[config.mk]
export PLATFORM = sky130hd
export DESIGN_NAME = local_ram_arbiter
export DESIGN_NICKNAME = d
export VERILOG_FILES = /design/src/rtl/local_ram_arbiter.sv
export SDC_FILE = /design/constraint.sdc
export NUM_CORES = 1
export LEC_CHECK = 0
export CORE_MARGIN = 2
export CORE_UTILIZATION = 46
export CTS_CLUSTER_SIZE = 40
export DETAILED_ROUTE_END_ITERATION = 8
export GPL_TIMING_DRIVEN = 1
export PLACE_DENSITY = 0.87
export SKIP_LAST_GASP = 1
export SYNTH_ARGS = -nofsm -noshare
export SYNTH_HDL_FRONTEND = slang
export SYNTH_SLANG_ARGS = --single-unit
[constraint.sdc]
create_clock -name i_clk -period 4.8 [get_ports i_clk]
set_clock_uncertainty 0.2 [all_clocks]
set_input_delay 0.96 -clock i_clk [delete_from_list [all_inputs] [get_ports i_clk]]
set_output_delay 0.96 -clock i_clk [all_outputs]
set_load 0.02 [all_outputs]
[src/rtl/local_ram_arbiter.sv]
// rtl/local_ram_arbiter.sv - round-robin IF/LSU arbiter and access sequencer for the byte-lane local RAM
module local_ram_arbiter #(
    parameter int                    ADDR_WIDTH = 32,
    parameter int                    DATA_WIDTH = 32,
    parameter int                    ADDR_COUNT = 1024,
    parameter logic [ADDR_WIDTH-1:0] BASE_ADDR  = '0
) (
    input  logic                  i_clk,
    input  logic                  i_rst_n,
    input  logic                  i_if_req,
    input  logic [ADDR_WIDTH-1:0] i_if_addr,
    output logic                  o_if_gnt,
    output logic                  o_if_rvalid,
    output logic [DATA_WIDTH-1:0] o_if_rdata,
    output logic                  o_if_err,
    input  logic                  i_ls_req,
    input  logic                  i_ls_we,
    input  logic [2:0]            i_ls_funct3,
    input  logic [ADDR_WIDTH-1:0] i_ls_addr,
    input  logic [DATA_WIDTH-1:0] i_ls_wdata,
    output logic                  o_ls_gnt,
    output logic                  o_ls_rvalid,
    output logic [DATA_WIDTH-1:0] o_ls_rdata,
    output logic                  o_ls_err,
    output logic                  o_ram_clk_en,
    output logic [ADDR_WIDTH-1:0] o_ram_read_addr,
    input  logic [DATA_WIDTH-1:0] i_ram_read_data,
    output logic                  o_ram_write_en,
    output logic [3:0]            o_ram_byte_en,
    output logic [ADDR_WIDTH-1:0] o_ram_write_addr,
    output logic [DATA_WIDTH-1:0] o_ram_write_data
);

    typedef enum logic [1:0] {S_IDLE, S_ACCESS, S_WAIT} state_t;

    state_t                state_q, state_d;
    logic                  last_ls_q, last_ls_d;
    logic                  sel_ls_q, sel_ls_d;
    logic                  we_q, we_d;
    logic [2:0]            funct3_q, funct3_d;
    logic [1:0]            boff_q, boff_d;
    logic [ADDR_WIDTH-1:0] widx_q, widx_d;
    logic [DATA_WIDTH-1:0] wdata_q, wdata_d;
    logic [3:0]            ben_q, ben_d;
    logic                  if_rvalid_q, if_rvalid_d;
    logic                  if_err_q, if_err_d;
    logic [DATA_WIDTH-1:0] if_rdata_q, if_rdata_d;
    logic                  ls_rvalid_q, ls_rvalid_d;
    logic                  ls_err_q, ls_err_d;
    logic [DATA_WIDTH-1:0] ls_rdata_q, ls_rdata_d;

    logic                  if_gnt, ls_gnt;
    logic [ADDR_WIDTH-1:0] req_addr, offset, req_widx;
    logic                  below_base, out_of_range;
    logic                  ls_illegal, ls_misaligned, grant_err;
    logic [3:0]            st_ben;
    logic [DATA_WIDTH-1:0] st_data;
    logic [7:0]            ld_byte;
    logic [15:0]           ld_half;
    logic [DATA_WIDTH-1:0] ld_data;

    // Grants only exist in IDLE; ties go to whoever was not served last.
    assign if_gnt = i_rst_n && (state_q == S_IDLE) && i_if_req && (!i_ls_req || last_ls_q);
    assign ls_gnt = i_rst_n && (state_q == S_IDLE) && i_ls_req && (!i_if_req || !last_ls_q);

    assign req_addr              = ls_gnt ? i_ls_addr : i_if_addr;
    assign {below_base, offset}  = {1'b0, req_addr} - {1'b0, BASE_ADDR};
    assign req_widx              = offset >> 2;
    assign out_of_range          = below_base || (req_widx >= ADDR_WIDTH'(ADDR_COUNT));

    always_comb begin
        ls_illegal    = 1'b0;
        ls_misaligned = 1'b0;
        st_ben        = 4'b1111;
        st_data       = i_ls_wdata;
        case (i_ls_funct3)
            3'b000: begin
                st_ben  = 4'b0001 << i_ls_addr[1:0];
                st_data = {4{i_ls_wdata[7:0]}};
            end
            3'b001: begin
                ls_misaligned = i_ls_addr[0];
                st_ben        = 4'b0011 << {i_ls_addr[1], 1'b0};
                st_data       = {2{i_ls_wdata[15:0]}};
            end
            3'b010: ls_misaligned = (i_ls_addr[1:0] != 2'b00);
            3'b100: ls_illegal    = i_ls_we;
            3'b101: begin
                ls_illegal    = i_ls_we;
                ls_misaligned = i_ls_addr[0];
            end
            default: ls_illegal = 1'b1;
        endcase
        grant_err = ls_gnt ? (out_of_range || ls_illegal || ls_misaligned)
                           : (out_of_range || (i_if_addr[1:0] != 2'b00));
    end

    always_comb begin
        ld_data = i_ram_read_data;
        case (boff_q)
            2'd0:    ld_byte = i_ram_read_data[7:0];
            2'd1:    ld_byte = i_ram_read_data[15:8];
            2'd2:    ld_byte = i_ram_read_data[23:16];
            default: ld_byte = i_ram_read_data[31:24];
        endcase
        ld_half = boff_q[1] ? i_ram_read_data[31:16] : i_ram_read_data[15:0];
        if (sel_ls_q) begin
            case (funct3_q)
                3'b000:  ld_data = {{24{ld_byte[7]}}, ld_byte};
                3'b100:  ld_data = {24'd0, ld_byte};
                3'b001:  ld_data = {{16{ld_half[15]}}, ld_half};
                3'b101:  ld_data = {16'd0, ld_half};
                default: ld_data = i_ram_read_data;
            endcase
        end
    end

    always_comb begin
        state_d     = state_q;
        last_ls_d   = last_ls_q;
        sel_ls_d    = sel_ls_q;
        we_d        = we_q;
        funct3_d    = funct3_q;
        boff_d      = boff_q;
        widx_d      = widx_q;
        wdata_d     = wdata_q;
        ben_d       = ben_q;
        if_rvalid_d = 1'b0;
        if_err_d    = if_err_q;
        if_rdata_d  = if_rdata_q;
        ls_rvalid_d = 1'b0;
        ls_err_d    = ls_err_q;
        ls_rdata_d  = ls_rdata_q;
        case (state_q)
            S_IDLE: begin
                if (if_gnt || ls_gnt) begin
                    last_ls_d = ls_gnt;
                    if (grant_err) begin
                        // Rejected requests answer next cycle without touching the RAM.
                        if (ls_gnt) begin
                            ls_rvalid_d = 1'b1;
                            ls_err_d    = 1'b1;
                            ls_rdata_d  = '0;
                        end else begin
                            if_rvalid_d = 1'b1;
                            if_err_d    = 1'b1;
                            if_rdata_d  = '0;
                        end
                    end else begin
                        state_d  = S_ACCESS;
                        sel_ls_d = ls_gnt;
                        we_d     = ls_gnt && i_ls_we;
                        funct3_d = ls_gnt ? i_ls_funct3 : 3'b010;
                        boff_d   = req_addr[1:0];
                        widx_d   = req_widx;
                        wdata_d  = st_data;
                        ben_d    = st_ben;
                    end
                end
            end
            S_ACCESS: begin
                if (sel_ls_q && we_q) begin
                    state_d     = S_IDLE;
                    ls_rvalid_d = 1'b1;
                    ls_err_d    = 1'b0;
                    ls_rdata_d  = '0;
                end else begin
                    state_d = S_WAIT;
                end
            end
            S_WAIT: begin
                state_d = S_IDLE;
                if (sel_ls_q) begin
                    ls_rvalid_d = 1'b1;
                    ls_err_d    = 1'b0;
                    ls_rdata_d  = ld_data;
                end else begin
                    if_rvalid_d = 1'b1;
                    if_err_d    = 1'b0;
                    if_rdata_d  = ld_data;
                end
            end
            default: state_d = S_IDLE;
        endcase
    end

    always_ff @(posedge i_clk or negedge i_rst_n) begin
        if (!i_rst_n) begin
            state_q     <= S_IDLE;
            last_ls_q   <= 1'b0;
            sel_ls_q    <= 1'b0;
            we_q        <= 1'b0;
            funct3_q    <= 3'd0;
            boff_q      <= 2'd0;
            widx_q      <= '0;
            wdata_q     <= '0;
            ben_q       <= 4'd0;
            if_rvalid_q <= 1'b0;
            if_err_q    <= 1'b0;
            if_rdata_q  <= '0;
            ls_rvalid_q <= 1'b0;
            ls_err_q    <= 1'b0;
            ls_rdata_q  <= '0;
        end else begin
            state_q     <= state_d;
            last_ls_q   <= last_ls_d;
            sel_ls_q    <= sel_ls_d;
            we_q        <= we_d;
            funct3_q    <= funct3_d;
            boff_q      <= boff_d;
            widx_q      <= widx_d;
            wdata_q     <= wdata_d;
            ben_q       <= ben_d;
            if_rvalid_q <= if_rvalid_d;
            if_err_q    <= if_err_d;
            if_rdata_q  <= if_rdata_d;
            ls_rvalid_q <= ls_rvalid_d;
            ls_err_q    <= ls_err_d;
            ls_rdata_q  <= ls_rdata_d;
        end
    end

    assign o_if_gnt         = if_gnt;
    assign o_ls_gnt         = ls_gnt;
    assign o_if_rvalid      = if_rvalid_q;
    assign o_if_err         = if_err_q;
    assign o_if_rdata       = if_rdata_q;
    assign o_ls_rvalid      = ls_rvalid_q;
    assign o_ls_err         = ls_err_q;
    assign o_ls_rdata       = ls_rdata_q;
    assign o_ram_clk_en     = (state_q == S_ACCESS);
    assign o_ram_write_en   = (state_q == S_ACCESS) && sel_ls_q && we_q;
    assign o_ram_byte_en    = o_ram_write_en ? ben_q : 4'd0;
    assign o_ram_read_addr  = widx_q;
    assign o_ram_write_addr = widx_q;
    assign o_ram_write_data = wdata_q;

endmodule
==> summary.txt, run 1 <==
reg-to-reg endpoint = o_if_rdata[19]$_DFFE_PN0P_
Slew Limit Headroom = 41.4%
DIE AREA = 16,100 µm²
register area share after synthesis = 52.0%
first-pass GRT wire length = 33.2 mm
Inserted Diodes = 0
GRT Total Usage = 26.7%
CP endpoint = o_ls_gnt
ys async rst share = 100%
Mapped Area = 6930 µm²
fin area = 10,500 µm²
R2R setup slack = 1460 ps
final setup violation count = 0
final setup margin = 1080 ps
worst reg2reg path depth = 8
number of global-route vias before repair = 6,064
Internal Pwr Total = 3.02 mW
CTS tree = done
Switching Share = 32.4%
syn_area_per_cell = 10.5 µm²
Final Net Count = 1,067
Core Region = 14,600 µm²
# resized after CTS = 0
DRC viols = 0
Yosys reg bits = 144
peak supply drop = 0.000214 V
Max FO, Critical Path = 16
Syn-to-layout area delta = 51.1%
post-route insts no fill = 1,122
# fillers = 1,075
total design power = 4.47 mW
total gr overflow = 0
pre-CTS WS = 859 ps
CTS Buf Count = 17
Initial Util = 47.3%
DP HPWL = 16.0 mm
root buffer cell = clkbuf_16
clk sink count = 144
initial antenna violation count = 0
startpoint types = input port
maximum clock frequency = 0.269 GHz
placed insts = 1,091
Reg-to-Reg Start = state_q[0]$_DFFE_PN0P_
worst setup path start = i_if_req
Die Y = 127 µm
routability congestion estimate from global placement = 0.816
slew of the pin with the lowest slew margin = 877 ps
largest net degree at the start of global routing = 66
Simple-Gate Fraction of Synth Area = 13.5%
Vias = 5,958
Placed Area = 9910 µm²
Fin Setup TNS = 0 ps
worst hold path class = input port to async pin
largest family of logic cells by synthesized area = multiplexers
RSZ-0062 raised after global routing = false
main flop type after synthesis = dfrtp_1
fin. max-slew vios = 0
Port-buffer cells = 303
Synth Area in XOR/XNOR = 0%
Unique masters post-synth = 45
TritonRoute pass-1 iters = 5
Worst Path Arrival = 2560 ps
CTS max path bufs = 2
combinational cell fraction of total power = 37.0%
Leak = 4.66 nW
mux share of post-synthesis cell area = 17.0%
H-tree Lvls = 4
sequential share of power = 35.0%
Clk pwr share = 28.0%
min Tclk post-route = 3720 ps
Post-CTS Setup Bufs = 0
vias per cell = 5.31
complex-gate fraction of the synthesized area = 9.98%
Syn Inst Count = 660
adder-cell area share of the yosys netlist = 0.903%
Pwr per Cell Area = 427 nW/µm²
status = finished clean
commonest cells after routing, fill and taps aside = clkdlybuf4s50_1 (302), dfrtp_1 (144), nand2_1 (102)
worst-skew pair later-pin latency = 410 ps
share of layout cells above drive strength 1 = 14.0%
Post-synth EDFFs = 0
max-cap viol count = 0
Die W = 127 µm
Worst-path clk slew = 60 ps
Antenna Nets Post-Route = 0
Ys Warns = 0
Sw Pwr = 1.45 mW
hold buffer count at cts = 0
Worst setup EP type = output pin
drt initial violations = 392
critical path data required time = 3640 ps
Ports = 308
DRT Wirelength = 21.2 mm
Crit Path Category = input port to output pin
Routed WL per cell = 18.9 µm
commonest non-fill, non-tap cell in the layout = clkdlybuf4s50_1
period utilization = 77.6%
final hold vios = 0
FP Rows = 44
==> flip-flops by register name, summed over array words and instances (netlist names), 2 cells and up <==
signal / flops
o_if_rdata: 32
o_ls_rdata: 32
o_ram_write_data: 32
o_ram_read_addr: 30
ben_q: 4
funct3_q: 3
boff_q: 2
state_q: 2
==> kinds of logic (layout without fill, tap and decap cells) <==
logic type      Yosys count  count (layout)
buf+inv                  80             355
other cells               1               4
compound gates          117             117
simple gates            206             206
flops                   144             144
mux                     107             107
fa+ha+maj                 5               5
==> area by class of cell <==
type / instances / area [µm²] / share of cell area (%)
clock buffers: 23 / 478 / 4.57
clock inverters: 8 / 82.6 / 0.789
inverters: 6 / 22.5 / 0.215
multi-input cells: 439 / 2890 / 27.6
flip-flops and latches: 144 / 3600 / 34.4
well taps: 184 / 230 / 2.20
repair buffers: 318 / 3160 / 30.2
==> cells in the mapped netlist, types with 2 or more instances <==
| cell | n | area (µm²) |
|---|---|---|
| dfrtp_1 | 144 | 3600 |
| or2_2 | 7 | 43.8 |
| a22o_1 | 3 | 26.3 |
| nor2b_1 | 7 | 43.8 |
| o22ai_1 | 2 | 12.5 |
| mux2_2 | 73 | 822 |
| inv_1 | 5 | 18.8 |
| nand2_1 | 102 | 383 |
| nor2_1 | 40 | 150 |
| o211ai_1 | 2 | 15.0 |
| buf_1 | 3 | 11.3 |
| ha_1 | 5 | 62.6 |
| nor4_1 | 10 | 62.6 |
| o21ai_0 | 26 | 130 |
| mux2i_1 | 33 | 330 |
| and2_1 | 24 | 150 |
| nand3_1 | 2 | 10.0 |
| o21ai_1 | 6 | 30.0 |
| a31oi_1 | 16 | 100 |
| nand2b_1 | 5 | 31.3 |
| buf_4 | 37 | 278 |
| and3_1 | 3 | 18.8 |
| o22a_1 | 2 | 17.5 |
| buf_2 | 15 | 75.1 |
| clkbuf_1 | 19 | 71.3 |
| nor3_1 | 3 | 15.0 |
| a21oi_1 | 48 | 240 |
==> per-layer routing <==
metal	share of wire [%]	GRT usage, %	vias up
met5	0	0	-
met4	1.7	8.79	0
met3	7.1	6.92	23
met2	50	44.8	251
met1	42	34.0	2912
li1	-	-	2772
==> worst max-delay path, cell delays in order <==
cell             delay, ps
clkdlybuf4s50_1        460
nand2_1                 90
nand4_2                120
inv_1                   80
buf_4                  210
clkdlybuf4s50_1        640
==> stage by stage <==
stage,hold slack [ps],util [%]
2_1_floorplan,256,-
3_3_place_gp,249,67.7
3_5_place_dp,256,67.7
4_1_cts,227,71.5
5_1_grt,239,71.5
6_report,230,71.5
==> worst min-delay path by stage <==
stage | from | to | slack [ps] | cells past startpoint
after floorplan | ben_q[0]$_DFFE_PN0P_ | ben_q[0]$_DFFE_PN0P_ | 260 | 1
after global placement | o_ram_write_data[5]$_DFFE_PN0P_ | o_ram_write_data[5]$_DFFE_PN0P_ | 250 | 2
after detailed placement | o_ram_write_data[1]$_DFFE_PN0P_ | o_ram_write_data[1]$_DFFE_PN0P_ | 260 | 2
after CTS | i_rst_n | o_ram_write_data[16]$_DFFE_PN0P_ | 230 | 1
after global routing | i_rst_n | o_ram_read_addr[15]$_DFFE_PN0P_ | 240 | 1
final | i_rst_n | o_ram_write_data[16]$_DFFE_PN0P_ | 230 | 1
==> power groups by stage <==
| stage | clock, mW | sequential, mW | combinational [mW] |
|---|---|---|---|
| final | 1.25 | 1.56 | 1.65 |
| after global routing | 1.33 | 1.59 | 1.75 |
| after CTS | 1.27 | 1.56 | 1.66 |
| after detailed placement | 0 | 1.58 | 1.65 |
| after global placement | 0 | 1.57 | 1.63 |
| after floorplan | 0 | 1.81 | 0.657 |
Power figures use the tool's default switching activity.
==> run 2: changes to the inputs <==
--- a/config.mk
+++ b/config.mk
@@ -6,11 +6,11 @@
 export NUM_CORES = 1
 export LEC_CHECK = 0
 export CORE_MARGIN = 2
-export CORE_UTILIZATION = 46
+export CORE_UTILIZATION = 38
 export CTS_CLUSTER_SIZE = 40
 export DETAILED_ROUTE_END_ITERATION = 8
 export GPL_TIMING_DRIVEN = 1
-export PLACE_DENSITY = 0.87
+export PLACE_DENSITY = 0.77
 export SKIP_LAST_GASP = 1
 export SYNTH_ARGS = -nofsm -noshare
 export SYNTH_HDL_FRONTEND = slang
==> constraint.sdc (replaced) <==
create_clock -name i_clk -period 3.4 [get_ports i_clk]
set_clock_uncertainty 0.2 [all_clocks]
set_input_delay 0.68 -clock i_clk [delete_from_list [all_inputs] [get_ports i_clk]]
set_output_delay 0.68 -clock i_clk [all_outputs]
set_load 0.02 [all_outputs]
==> run 2 against run 1 <==
Effect of this change: global-route usage decreased by 4.1 points; worst hold slack better by 18 ps; sequential cell count unchanged; routed wire length rose by 1.5%; worst setup slack got worse by 900 ps; final cell count rose by 4.9%.
==> summary.txt, run 2 (synthesis gave the netlist of run 1 again) <==
DRC viols = 0 (unchanged)
pre-CTS WS = 163 ps (was 859 ps)
RSZ-0062 raised after global routing = false (unchanged)
share of layout cells above drive strength 1 = 15.0% (was 14.0%)
Vias = 5,899 (was 5,958)
Worst setup EP type = output pin (unchanged)
fin area = 10,700 µm² (was 10,500 µm²)
startpoint types = flip-flop (was input port)
Inserted Diodes = 0 (unchanged)
CTS Buf Count = 17 (unchanged)
worst reg2reg path depth = 9 (was 8)
CTS max path bufs = 2 (unchanged)
FP Rows = 49 (was 44)
Crit Path Category = flip-flop to output pin (was input port to output pin)
hold buffer count at cts = 1 (was 0)
DRT Wirelength = 21.5 mm (was 21.2 mm)
H-tree Lvls = 4 (unchanged)
critical path data required time = 2520 ps (was 3640 ps)
Slew Limit Headroom = 34.5% (was 41.4%)
Die Y = 139 µm (was 127 µm)
first-pass GRT wire length = 34.1 mm (was 33.2 mm)
final setup margin = 174 ps (was 1080 ps)
Reg-to-Reg Start = state_q[1]$_DFFE_PN0P_ (was state_q[0]$_DFFE_PN0P_)
Ports = 308 (unchanged)
slew of the pin with the lowest slew margin = 979 ps (was 877 ps)
Port-buffer cells = 303 (unchanged)
TritonRoute pass-1 iters = 4 (was 5)
period utilization = 94.9%
DP HPWL = 16.1 mm (was 16.0 mm)
Switching Share = 32.0% (was 32.4%)
maximum clock frequency = 0.310 GHz
max-cap viol count = 0 (unchanged)
Worst-path clk slew = 60 ps (about the same)
combinational cell fraction of total power = 36.9% (was 37.0%)
Die W = 139 µm (was 127 µm)
largest net degree at the start of global routing = 71 (was 66)
routability congestion estimate from global placement = 0.806 (was 0.816)
Final Net Count = 1,077 (was 1,067)
drt initial violations = 306 (was 392)
Initial Util = 38.7% (was 47.3%)
Routed WL per cell = 18.3 µm (was 18.9 µm)
Post-CTS Setup Bufs = 0 (unchanged)
worst hold path class = input port to async pin (unchanged)
Sw Pwr = 2.06 mW (was 1.45 mW)
status = finished clean (unchanged)
fin. max-slew vios = 0 (unchanged)
Pwr per Cell Area = 606 nW/µm² (was 427 nW/µm²)
vias per cell = 5.01 (was 5.31)
peak supply drop = 0.000387 V (was 0.000214 V)
initial antenna violation count = 0 (unchanged)
commonest cells after routing, fill and taps aside = clkdlybuf4s50_1 (302), dfrtp_1 (144), nand2_1 (102) (unchanged)
Placed Area = 10,100 µm² (was 9910 µm²)
sequential share of power = 33.9% (was 35.0%)
Internal Pwr Total = 4.39 mW (was 3.02 mW)
DIE AREA = 19,300 µm² (was 16,100 µm²)
min Tclk post-route = 3230 ps
final setup violation count = 0 (unchanged)
Antenna Nets Post-Route = 0 (unchanged)
Clk pwr share = 29.2% (was 28.0%)
Core Region = 17,900 µm² (was 14,600 µm²)
final hold vios = 0 (unchanged)
worst-skew pair later-pin latency = 410 ps (about the same)
reg-to-reg endpoint = o_if_rdata[12]$_DFFE_PN0P_ (was o_if_rdata[19]$_DFFE_PN0P_)
total gr overflow = 0 (unchanged)
GRT Total Usage = 22.6% (was 26.7%)
# resized after CTS = 0 (unchanged)
Worst Path Arrival = 2350 ps (was 2560 ps)
Fin Setup TNS = 0 ps (unchanged)
Max FO, Critical Path = 9 (was 16)
number of global-route vias before repair = 6,086 (was 6,064)
Syn-to-layout area delta = 53.8% (was 51.1%)
R2R setup slack = 650 ps (was 1460 ps)
root buffer cell = clkbuf_16 (unchanged)
Leak = 4.75 nW (was 4.66 nW)
CTS tree = done (unchanged)
commonest non-fill, non-tap cell in the layout = clkdlybuf4s50_1 (unchanged)
clk sink count = 144 (unchanged)
[run 2: how the worst max path moves through the flow]
stage	from	cells after the start	slack, ps	endpoint
6_report	state_q[1]$_DFFE_PN0P_	5	170	o_ls_gnt
3_5_place_dp	i_ls_addr[0]	8	160	o_ram_read_addr[5]$_DFFE_PN0P_
4_1_cts	state_q[1]$_DFFE_PN0P_	5	180	o_ls_gnt
5_1_grt	state_q[1]$_DFFE_PN0P_	5	9	o_ls_gnt
3_3_place_gp	i_if_addr[26]	8	240	o_if_rdata[17]$_DFFE_PN0P_
2_1_floorplan	i_if_addr[19]	7	740	o_if_rdata[10]$_DFFE_PN0P_
[run 2: power by group through the flow]
stage | clock (mW) | sequential (mW) | combinational, mW
after floorplan | 0 | 2.56 | 0.928
after global placement | 0 | 2.21 | 2.35
after detailed placement | 0 | 2.22 | 2.39
after CTS | 1.92 | 2.19 | 2.41
after global routing | 2.00 | 2.23 | 2.54
final | 1.88 | 2.19 | 2.38
[run 2: cell type report]
type	instances	area [µm²]
timing repair buffer	328	3260
inverter	6	22.5
fill	1482	7240
tap	229	287
multi-input combinational	439	2890
sequential	144	3600
clock buffer	18	429
clock inverter	13	161
[run 2: through the flow]
step | instances | hold WS, ps | utilization [%] | power [mW]
2_1_floorplan | 663 | 184 | - | 3.49
3_3_place_gp | 1145 | 250 | 56.2 | 4.56
3_5_place_dp | 1145 | 260 | 56.2 | 4.61
4_1_cts | 1177 | 261 | 59.5 | 6.52
5_1_grt | 1177 | 285 | 59.5 | 6.77
6_report | 1177 | 248 | 59.5 | 6.45
[run 2: critical path, cell delays in order (launching register included)]
cell and delay, ps:
dfrtp_1 400, inv_1 130, ha_1 380, nand4_2 180, inv_1 200, clkdlybuf4s50_1 630
[run 2: metal layers]
metal | track usage, % | up-vias | wire length [µm]
met3 | 6.60 | 30 | 1690
met2 | 37.3 | 251 | 10400
met1 | 28.8 | 2826 | 9020
met5 | 0 | - | 0
met4 | 7.07 | 0 | 391
li1 | - | 2792 | -
==> run 3: changes to the inputs <==
--- a/config.mk
+++ b/config.mk
@@ -5,6 +5,7 @@
 export SDC_FILE = /design/constraint.sdc
 export NUM_CORES = 1
 export LEC_CHECK = 0
+export CAP_MARGIN = 25
 export CORE_MARGIN = 2
 export CORE_UTILIZATION = 38
 export CTS_CLUSTER_SIZE = 40
==> run 3 against run 2 <==
Effect of this change: worst hold slack lost 5.5 ps; clock power is essentially flat; power is essentially flat; first-iteration DRC count shrank 3.6%; worst setup slack lost 1.8 ps; largest cell class unchanged; design area grew 0.14%; sequential cell count is the same; highest routed layer unchanged.
==> summary.txt, run 3 (synthesis gave the netlist of run 1 again) <==
CTS Buf Count = 17 (unchanged)
worst hold path class = input port to async pin (unchanged)
DIE AREA = 19,300 µm² (unchanged)
R2R setup slack = 650 ps (about the same)
Fin Setup TNS = 0 ps (unchanged)
initial antenna violation count = 0 (unchanged)
first-pass GRT wire length = 34.1 mm (unchanged)
critical path data required time = 2520 ps (about the same)
Syn-to-layout area delta = 54.0% (was 53.8%)
routability congestion estimate from global placement = 0.806 (unchanged)
commonest non-fill, non-tap cell in the layout = clkdlybuf4s50_1 (unchanged)
Inserted Diodes = 0 (unchanged)
Crit path buffers/inverters = 3 (unchanged)
share of layout cells above drive strength 1 = 15.1% (was 15.0%)
CTS tree = done (unchanged)
commonest cells after routing, fill and taps aside = clkdlybuf4s50_1 (302), dfrtp_1 (144), nand2_1 (102) (unchanged)
clk sink count = 144 (unchanged)
Post-CTS Setup Bufs = 0 (unchanged)
vias per cell = 5.01 (about the same)
DP HPWL = 16.1 mm (unchanged)
H-tree Lvls = 4 (unchanged)
Crit path max-delay family = buffers and inverters (unchanged)
Port-buffer cells = 303 (unchanged)
Final Net Count = 1,078 (was 1,077)
Slowest cell on crit path = clkdlybuf4s50_1 (unchanged)
total design power = 6.46 mW (was 6.45 mW)
Core Region = 17,900 µm² (unchanged)
Initial Util = 38.7% (unchanged)
CP cell instances = inv_1 > ha_1 > nand4_2 > inv_1 > clkdlybuf4s50_1 (unchanged)
worst-skew pair later-pin latency = 410 ps (about the same)
total gr overflow = 0 (unchanged)
number of global-route vias before repair = 6,086 (unchanged)
startpoint types = flip-flop (unchanged)
post-route insts no fill = 1,178 (was 1,177)
drt initial violations = 295 (was 306)
min Tclk post-route = 3230 ps (about the same)
GRT Total Usage = 22.6% (unchanged)
# resized after CTS = 0 (unchanged)
Routed WL per cell = 18.3 µm (about the same)
DRT Wirelength = 21.5 mm (about the same)
Worst Path Arrival = 2350 ps (about the same)
RSZ-0062 raised after global routing = false (unchanged)
Vias = 5,900 (was 5,899)
Worst setup EP type = output pin (unchanged)
largest net degree at the start of global routing = 71 (unchanged)
post-layout util = 59.6% (was 59.5%)
final setup violation count = 0 (unchanged)
Worst-path clk slew = 60 ps (about the same)
Worst path most repeated cell = inv_1 (unchanged)
Max FO, Critical Path = 9 (unchanged)
max-cap viol count = 0 (unchanged)
Slew Limit Headroom = 41.3% (was 34.5%)
slew of the pin with the lowest slew margin = 880 ps (was 979 ps)
Ports = 308 (unchanged)
DRC viols = 0 (unchanged)
fin. max-slew vios = 0 (unchanged)
TritonRoute pass-1 iters = 5 (was 4)
final hold vios = 0 (unchanged)
Leak = 4.76 nW (was 4.75 nW)
Crit Path Category = flip-flop to output pin (unchanged)
Antenna Nets Post-Route = 0 (unchanged)
period utilization = 94.9% (about the same)
Pwr per Cell Area = 605 nW/µm² (was 606 nW/µm²)
maximum clock frequency = 0.310 GHz (about the same)
CTS max path bufs = 2 (unchanged)
FP Rows = 49 (unchanged)
Die W = 139 µm (unchanged)
status = finished clean (unchanged)
root buffer cell = clkbuf_16 (unchanged)
crit-path max cell delay = 640 ps (was 630 ps)
placed insts = 1,145 (unchanged)
Die Y = 139 µm (unchanged)
peak supply drop = 0.000386 V (was 0.000387 V)
==> run 3: changes by cell type in the layout (fill, tap and decap cells not counted), sizes merged <==
cell / previous run / this run
buf: 25 / 26
==> run 3: final timing paths <==
path                                                 start  cells past startpoint                         endpoint
hold reg to reg            o_ram_write_data[2]$_DFFE_PN0P_                      2  o_ram_write_data[2]$_DFFE_PN0P_
min in group i_clk         o_ram_write_data[2]$_DFFE_PN0P_                      2  o_ram_write_data[2]$_DFFE_PN0P_
hold / removal                                     i_rst_n                      2       o_if_rdata[25]$_DFFE_PN0P_
setup / recovery                    state_q[1]$_DFFE_PN0P_                      5                         o_ls_gnt
max in group asynchronous                          i_rst_n                      3          funct3_q[2]$_DFFE_PN0P_
setup reg to reg                    state_q[1]$_DFFE_PN0P_                      9       o_if_rdata[12]$_DFFE_PN0P_
==> run 3: worst register-to-register path: cells and delay by family (launching register included) <==
kind / cells / cell delay [ps]
buf+inv: 4 / 720
mux: 1 / 400
simple gates: 1 / 190
fa+ha+maj: 1 / 380
flops: 1 / 400
compound gates: 2 / 350
==> run 3: routing by layer <==
layer | share of wire (%) | GRT usage [%]
met5 | 0 | 0
met4 | 1.8 | 7.07
met3 | 8.2 | 6.60
met2 | 48 | 37.3
met1 | 42 | 28.8
==> run 3: where the power goes <==
part           leakage [nW]  internal [mW]  switching, mW
clock                 0.291           1.15          0.730
sequential             1.98           2.03          0.165
combinational          2.49           1.21           1.17
total                  4.76           4.39           2.07
==> run 3: per-stage QoR <==
step / hold WS [ps] / setup slack, ps / cell area, µm²
after global routing: 285 / 8.80 / 10700
after detailed placement: 260 / 163 / 10100
after global placement: 250 / 236 / 10100
final: 242 / 172 / 10700
after floorplan: 184 / 736 / 6940
after CTS: 261 / 179 / 10700
==> run 3: area by class of cell <==
cell class	count	area, µm²
Clock inverter	13	161
Tap cell	229	287
Clock buffer	18	429
Inverter	6	22.5
Multi-Input combinational cell	439	2890
Sequential cell	144	3600
Timing Repair Buffer	329	3280
Fill cell	1481	7230
==> run 3: repair_timing <==
action	in CTS	in global routing
hold buffers	1	0
setup endpoints to repair	0	0
endpoints found under the hold margin	21	0
